<file path="config.mk">
export PLATFORM = sky130hd
export DESIGN_NAME = cmn_valrdy_queue
export DESIGN_NICKNAME = d
export VERILOG_FILES = /design/src/rtl/cmn_valrdy_queue.sv
export SDC_FILE = /design/constraint.sdc
export NUM_CORES = 1
export LEC_CHECK = 0
export BUFFER_PORTS_ARGS = -buffer_cell sky130_fd_sc_hd__buf_4
export CORE_UTILIZATION = 51
export DETAILED_ROUTE_END_ITERATION = 8
export GPL_TIMING_DRIVEN = 0
export PLACE_DENSITY = 0.79
export SKIP_CTS_REPAIR_TIMING = 1
export SLEW_MARGIN = 20
export SYNTH_ARGS = -nofsm -noshare
export SYNTH_HDL_FRONTEND = slang
export SYNTH_SLANG_ARGS = --single-unit
</file>
<file path="constraint.sdc">
create_clock -name clk -period 5.44 [get_ports clk]
set_input_delay 1.632 -clock clk [delete_from_list [all_inputs] [get_ports clk]]
set_output_delay 1.632 -clock clk [all_outputs]
set_load 0.02 [all_outputs]
</file>
<file path="src/rtl/cmn_valrdy_queue.sv">
`default_nettype none
// ============================================================================
// Module   : cmn_valrdy_queue
// Brief    : Parameterised "normal" valid/ready FIFO. It has registered
//            outputs and no enq->deq or deq_rdy->enq_rdy combinational path.
// Revision : 1.0  initial release
// ============================================================================
module cmn_valrdy_queue #(
    parameter int p_nbits       = 32,
    parameter int p_num_entries = 2
) (
    input  logic                                   clk,
    input  logic                                   reset,
    input  logic                                   enq_val,
    output logic                                   enq_rdy,
    input  logic [p_nbits-1:0]                     enq_msg,
    output logic                                   deq_val,
    input  logic                                   deq_rdy,
    output logic [p_nbits-1:0]                     deq_msg,
    output logic [$clog2(p_num_entries+1)-1:0]     num_free_entries
);

    localparam int c_PTR_W = (p_num_entries > 1) ? $clog2(p_num_entries) : 1;
    localparam int c_CNT_W = $clog2(p_num_entries + 1);

    logic [p_nbits-1:0] r_storage [0:p_num_entries-1];
    logic [c_PTR_W-1:0] r_wr_ptr;
    logic [c_PTR_W-1:0] r_rd_ptr;
    logic [c_CNT_W-1:0] r_count;

    logic               w_enq_fire;
    logic               w_deq_fire;
    logic [c_PTR_W-1:0] w_wr_ptr_nxt;
    logic [c_PTR_W-1:0] w_rd_ptr_nxt;

    // Handshake status depends on registered occupancy only.
    assign enq_rdy          = (r_count != c_CNT_W'(p_num_entries));
    assign deq_val          = (r_count != '0);
    assign deq_msg          = r_storage[r_rd_ptr];
    assign num_free_entries = c_CNT_W'(p_num_entries) - r_count;

    assign w_enq_fire = enq_val && enq_rdy;
    assign w_deq_fire = deq_val && deq_rdy;

    // Explicit wrap so that non-power-of-two depths work.
    assign w_wr_ptr_nxt = (r_wr_ptr == c_PTR_W'(p_num_entries - 1)) ? '0 : r_wr_ptr + 1'b1;
    assign w_rd_ptr_nxt = (r_rd_ptr == c_PTR_W'(p_num_entries - 1)) ? '0 : r_rd_ptr + 1'b1;

    always_ff @(posedge clk) begin
        if (reset) begin
            r_wr_ptr <= '0;
            r_rd_ptr <= '0;
            r_count  <= '0;
        end else begin
            if (w_enq_fire) begin
                r_wr_ptr <= w_wr_ptr_nxt;
            end
            if (w_deq_fire) begin
                r_rd_ptr <= w_rd_ptr_nxt;
            end
            if (w_enq_fire && !w_deq_fire) begin
                r_count <= r_count + 1'b1;
            end else if (!w_enq_fire && w_deq_fire) begin
                r_count <= r_count - 1'b1;
            end
        end
    end

    // Storage carries no reset; only the pointers and the count define validity.
    always_ff @(posedge clk) begin
        if (!reset && w_enq_fire) begin
            r_storage[r_wr_ptr] <= enq_msg;
        end
    end

endmodule
`default_nettype wire

</file>
After elaboration in Yosys (flattened, before gate mapping)
Memories as Yosys holds them, arrays and structs flattened. A register that Yosys moved wholly into a read port is not among the register bits.
Index checks and enable logic that the tools add are counted.
W data, S select, Z words.
Word-level totals
  input port bits: 36
  memories kept: 1
  word-level logic and storage cells: 28
  register bits after elaboration: 4
  RAM bits: 64
Memories
  r_storage: depth 2, width 32, read ports 1, clocked after memory_dff 1, write ports 1, line 26  | logic [p_nbits-1:0] r_storage [0:p_num_entries-1];
Operators by class
  reductions and logical operators: 10
  equal/unequal tests: 1
  multiplexer cells: 8
  add/sub/neg operators: 5
Operators by type and width (count)
  $mux W1: 6
  $logic_and A1 B1 Y1: 5
  $mux W2: 2
  $reduce_bool A2 Y1: 2
  $logic_not A1 Y1: 3
  $add A1 B1 Y1 const B: 2
  $add A2 B1 Y2 const B: 1
  $ne A2 B2 Y1 const B: 1
  $sub A2 B1 Y2 const B: 1
  $sub A2 B2 Y2 const A: 1

Logic depth before layout (Yosys ltp)
Gate-level depths: netlist of run 1.
  depth after elaboration: 6
  depth in mapped cells: 7
  mapped depth without buffers: 7

Least setup slack after synthesis of run 1
OpenSTA, ideal clock, no wires.
  path kind: input-to-reg
  start point: in enq_val
  end point: mem r_storage[0][0], enable pin
  arrival: 4290 ps
  data required time: 4972 ps
  path slack: 683 ps
  stages: 2
  path buffers: 0
  setup time: 468 ps
  path through: nor2b_1 -> nor3b_1
On the way
  word-level cells in the longest chain between the ends: 4
RTL lines
  start: declaration: line 14  | input logic enq_val,
  $logic_and A1 B1 Y1: line 42  | assign w_enq_fire = enq_val && enq_rdy;
  $logic_and A1 B1 Y1: line 71  | if (!reset && w_enq_fire) begin
  $mux W1: line 71
  $mux W1 (implied by the code): line 72  | r_storage[r_wr_ptr] <= enq_msg;
  end: declaration: line 26
Every way passes these cells.

==> results of run 1 <==
## cell type report
class / count / area, um2 / area share (%)
clock inverters: 6 / 53.8 / 1.58
flip-flops and latches: 69 / 2020 / 59.2
plain buffers: 5 / 35.0 / 1.03
multi-input cells: 51 / 510 / 15.0
clock buffers: 10 / 128 / 3.74
inverters: 5 / 18.8 / 0.550
well taps: 67 / 83.8 / 2.46
repair buffers: 74 / 563 / 16.5
## registers in the layout, summed over array words and instances, names as in the netlist, named ones only
name and cells:
r_rd_ptr 1, r_storage 64, r_count 2, r_wr_ptr 1
## routing by layer
layer | up-vias | wire length (um) | GRT usage [%]
met5 | - | 0 | 0
met4 | 0 | 79 | 8.50
met3 | 9 | 320 | 7.73
met2 | 55 | 2320 | 30.2
met1 | 662 | 1650 | 18.0
li1 | 662 | - | -
## worst max-delay path, delay by kind of cell (launching register included)
family | cells | cell delay (ps)
mux | 1 | 360
buf+inv | 3 | 520
flops | 1 | 310
## per-stage QoR
| step | setup TNS, ps | instance area, um2 | hold WS (ps) |
|---|---|---|---|
| 5_1_grt | 0 | 3410 | 514 |
| 3_5_place_dp | 0 | 3230 | 471 |
| 3_3_place_gp | -15140 | 3200 | 455 |
| 2_1_floorplan | 0 | 2580 | 443 |
| 6_report | 0 | 3410 | 484 |
| 4_1_cts | 0 | 3410 | 486 |
## synthesized netlist by cell type
cell      instances  area [um2]
a21oi_1           3        15.0
and3b_1           1        8.76
buf_4             4        30.0
clkbuf_2          1        5.00
dfxtp_1           5         100
edfxtp_1         64        1920
ha_1              3        37.5
inv_1             5        18.8
mux2_1            2        22.5
mux2_2           30         338
nand2_1           1        3.75
nand2b_4          1        13.8
nor2_1            2        7.51
nor2b_1           1        6.26
nor3b_1           1        7.51
o21ai_0           1        5.00
or2_2             1        6.26
or3_1             1        6.26
xnor2_1           1        8.76
xor2_1            2        17.5
## placed cells by master, fill, tap and decap left out
cell type,netlist,routed
clkinv_2,0,1
clkinv_1,0,3
nand2_1,1,1
a21oi_1,3,3
ha_1,3,3
nor2_1,2,2
buf_6,0,2
or3_1,1,1
clkbuf_8,0,9
inv_1,5,5
mux2_1,2,2
clkinvlp_4,0,1
and3b_2,0,1
xnor2_1,1,1
dfxtp_1,5,5
nor2b_1,1,1
o21ai_0,1,1
buf_4,4,76
xor2_1,2,2
nor3b_2,0,1
bufinv_16,0,1
or2_2,1,1
nand2b_4,1,1
mux2_2,30,30
clkbuf_2,1,1
clkbuf_1,0,1
edfxtp_1,64,64
## kinds of logic after synthesis
kind of cell             count (synthesis)  synth area share, %
AO/OA/AOI/OAI                            4                0.776
XOR/XNOR                                 3                 1.02
adder cells (fa/ha/maj)                  3                 1.46
buffers and inverters                   10                 2.09
flip-flops                              69                 78.4
multiplexers                            32                 14.0
AND/OR/NAND/NOR                          9                 2.33
## path summary, 6_finish.rpt
path              start          endpoint  depth (start not counted)
max                flop       deq_msg[31]                          4
min reg2reg    r_rd_ptr          r_rd_ptr                          2
min            r_rd_ptr          r_rd_ptr                          2
max reg2reg  r_count[0]  r_storage[0][25]                          6
## power by group
| part | total [mW] | internal [mW] | switching, mW |
|---|---|---|---|
| logic | 0.430 | 0.208 | 0.222 |
| registers | 0.659 | 0.639 | 0.0195 |
| clock network | 0.381 | 0.206 | 0.174 |
==> metrics.yaml, run 1 <==
pre_cts_ws_ps: 2160
utilization_pct: 71.3
clockBufferDepth: 2
area_growth_pct: 32.3
num-fill-cells: 324
hold_violations: 0
grt_pass1_wl_um: 6470
cap_violations: 0
worstSetupPathType: "flop to primary output"
die_h_um: 73.1
drive_above_1_share_pct: 56.8
powerDensity_nw_per_um2: 430
viasPerCell: 4.84
fin_crit_sh_pct: 57.7
cts_buffers: 9
r2r_slack_ps: 3200
wirelength_um: 4370
antenna_found_initial: 0
drtAntennaViolNets: 0
status: "finished, final reports clean"
p_total_mw: 1.47
synth_fp_nets: 169
antenna_cells: 0
synth-seq-cells: 69
yosysWarningCount: 0
setup_viol_count_final: 0
stdcell_count: 287
layout_setup_ws_ps: 2300
clk_pin_slew_worst_paths_ps: 70
crit_chain: "clkbuf_2 > buf_4 > mux2_2 > buf_4"
drt_iter0_drc: 44
cts_num_sinks: 69
gp_congestion: 0.645
design.die.area_um2: 5350
htreeDepth: 3
placedCellCount: 271
cp-start-kind: "flop"
crit_top_cell: "buf_4"
hpwl_um: 3040
num_rows: 25
critPathMaxStageDelay_ps: 360
cts_tree: "built"
vias: 1388
route.detailed.drc: 0
cts-root-buf: "clkbuf_8"
grt_pass1_vias: 1434
grt_max_degree: 33
relSlewSlack_pct: 50.2
syn-cell-area_um2: 2580
die_w_um: 73.1
seq_area_frac_synth_pct: 78.4
fin_nets: 254
io_buffers: 71
cp_data_arrival_time_ps: 1510
hold_class: "flop to flop"
fmax_mhz: 318
finalMaxSlewViolations: 0
required_ps: 3810
start_util_pct: 53.9
min_period_ps: 3140
critPathMaxFanout: 10
leakage_nw: 1.30
ir_worst_vdd_v: 0.000331
avgRoutedWirePerCell_um: 15.2
skew_ps: 6.07
drt_pass1_iterations: 4
synthCells: 130
track_usage_pct: 17.5
postSynthAreaPerCell_um2: 19.8
core_area_um2: 4790
end_kind: "primary output"
ys_types: 20
crit_slowest_cell: "mux2_2"
grt-ovfl-total: 0
io_pins: 72
worst_pin_slew_ps: 748
rsz0062_at_grt: "no"
clk_latency_ps: 330
(Power assumes the default switching activity.)
==> inputs of run 2 (changes only) <==
--- a/config.mk
+++ b/config.mk
@@ -6,10 +6,10 @@
 export NUM_CORES = 1
 export LEC_CHECK = 0
 export BUFFER_PORTS_ARGS = -buffer_cell sky130_fd_sc_hd__buf_4
-export CORE_UTILIZATION = 51
+export CORE_UTILIZATION = 46
 export DETAILED_ROUTE_END_ITERATION = 8
 export GPL_TIMING_DRIVEN = 0
-export PLACE_DENSITY = 0.79
+export PLACE_DENSITY = 0.76
 export SKIP_CTS_REPAIR_TIMING = 1
 export SLEW_MARGIN = 20
 export SYNTH_ARGS = -nofsm -noshare
==> constraint.sdc (replaced) <==
create_clock -name clk -period 2.8 [get_ports clk]
set_input_delay 0.84 -clock clk [delete_from_list [all_inputs] [get_ports clk]]
set_output_delay 0.84 -clock clk [all_outputs]
set_load 0.02 [all_outputs]
==> run 2 against run 1 <==
Against the previous run:
- combinational power increased by 97%
- flip-flop and latch count unchanged
- largest power group unchanged
- critical path depth unchanged
- cell area increased by 1.9%
- hold slack got worse by 9.6 ps
- final cell count increased by 0.70%
- clock-buffer cell count decreased by 1
- wire length decreased by 0.78%
==> metrics.yaml, run 2 (synthesis results as in run 1) <==
status: "finished, final reports clean"
cts_num_sinks: 69
fin_nets: 253
required_ps: 1960
fin_setup_tns_ps: 0
reg.largest.list: "r_storage: 64 flops, r_count: 2 flops"
min_period_ps: 2360
critPathTopFamily: "buffers and inverters"
crit_slowest_cell: "mux2_2"
gp_congestion: 0.660
setup_viol_count_final: 0
drive_above_1_share_pct: 58.4
seq_area_um2: 2020
grt_max_degree: 33
drt_iter0_drc: 51
cap_violations: 0
clockBufferDepth: 2
cts_tree: "built"
hold_class: "flop to flop"
cp_data_arrival_time_ps: 1520
die_h_um: 76.9
grt-ovfl-total: 0
fin_crit_sh_pct: 84.3
postPlaceCellArea_um2: 3260
powerDensity_nw_per_um2: 865
io_buffers: 71
viasPerCell: 4.76
timing.rr.start: "r_count[0]"
crit_chain: "clkbuf_2 > buf_4 > mux2_2 > buf_4"
rsz0062_at_grt: "no"
worstSetupPathType: "flop to primary output"
relSlewSlack_pct: 49.4
largest_reg_flops: 64
route.detailed.drc: 0
start_util_pct: 49.3
wirelength_um: 4340
crit_top_cell: "buf_4"
drt_pass1_iterations: 4
cp-start-kind: "flop"
design.die.area_um2: 5910
regToRegEndpoint: "r_storage[1][2]"
antenna_cells: 0
num_rows: 26
cts-root-buf: "clkbuf_8"
area_growth_pct: 34.9
clk_pin_slew_worst_paths_ps: 70
skew_ps: 5.90
num-fill-cells: 363
htreeDepth: 3
worst_pin_slew_ps: 759
critPathMaxFanout: 10
ir_worst_vdd_v: 0.000675
end_kind: "primary output"
finalMaxSlewViolations: 0
avgRoutedWirePerCell_um: 15.0
largest_register: "r_storage"
rr_worst_depth: 4
core_area_um2: 5240
critical_path_buf_inv_count: 3
hold_violations: 0
die_w_um: 76.9
track_usage_pct: 16.3
fmax_mhz: 424
drtAntennaViolNets: 0
critPathMaxStageDelay_ps: 360
grt_pass1_vias: 1498
multi_input_area_um2: 517
whs_path_depth: 2
fin_area_um2: 3480
r2r_slack_ps: 640
cts_buffers: 9
vias: 1377
hpwl_um: 3040
utilization_pct: 66.4
leakage_nw: 1.32
antenna_found_initial: 0
clk_latency_ps: 340
grt_pass1_wl_um: 6940
final_cell_mix: "buf_4, edfxtp_1, mux2_2"
final_common_cell: "buf_4"
io_pins: 72
min_from: "r_rd_ptr"
run 2: final cells by class:
type                    count  share of cell area, %
inverters                   5                  0.539
clock inverters             7                   2.88
flip-flops and latches     69                   58.1
clock buffers               9                   3.56
plain buffers               5                   1.01
repair buffers             73                   16.5
multi-input cells          51                   14.9
well taps                  70                   2.52
run 2: worst max-delay path by stage:
stage / cells after the start / slack [ps] / to / startpoint
6_report: 4 / 440 / deq_msg[20] / flop
3_3_place_gp: 3 / -40 / r_storage[0][2] / enq_val
3_5_place_dp: 3 / 390 / r_storage[1][30] / enq_val
5_1_grt: 4 / 340 / deq_msg[11] / flop
2_1_floorplan: 2 / 380 / r_storage[0][0] / enq_val
4_1_cts: 4 / 390 / deq_msg[20] / flop
run 2: through the flow:
step           std cells  hold WS, ps  power (mW)  worst slack [ps]
6_report             289          475        3.01               440
5_1_grt              289          518        3.14               345
4_1_cts              289          477        3.04               392
3_5_place_dp         273          467        2.16               388
3_3_place_gp         271          459        2.11             -37.9
2_1_floorplan        130          443        1.81               379
run 2: report_power, final:
part           switching, mW  internal (mW)
Clock                  0.378          0.503
Combinational          0.433          0.414
Sequential            0.0386           1.24
Total                  0.850           2.16
run 2: worst reg2reg max path, stage by stage (launching register included):
cell and delay [ps]:
dfxtp_1 410, inv_1 90, ha_1 230, nor2b_1 290, and3b_2 760
run 2: routing by layer:
layer / wire length, um / GRT usage, % / vias to the layer above
met3: 287 / 5.83 / 10
met2: 2240 / 27.9 / 50
li1: - / - / 662
met5: 0 / 0 / -
met4: 123 / 11.5 / 0
met1: 1680 / 16.5 / 655
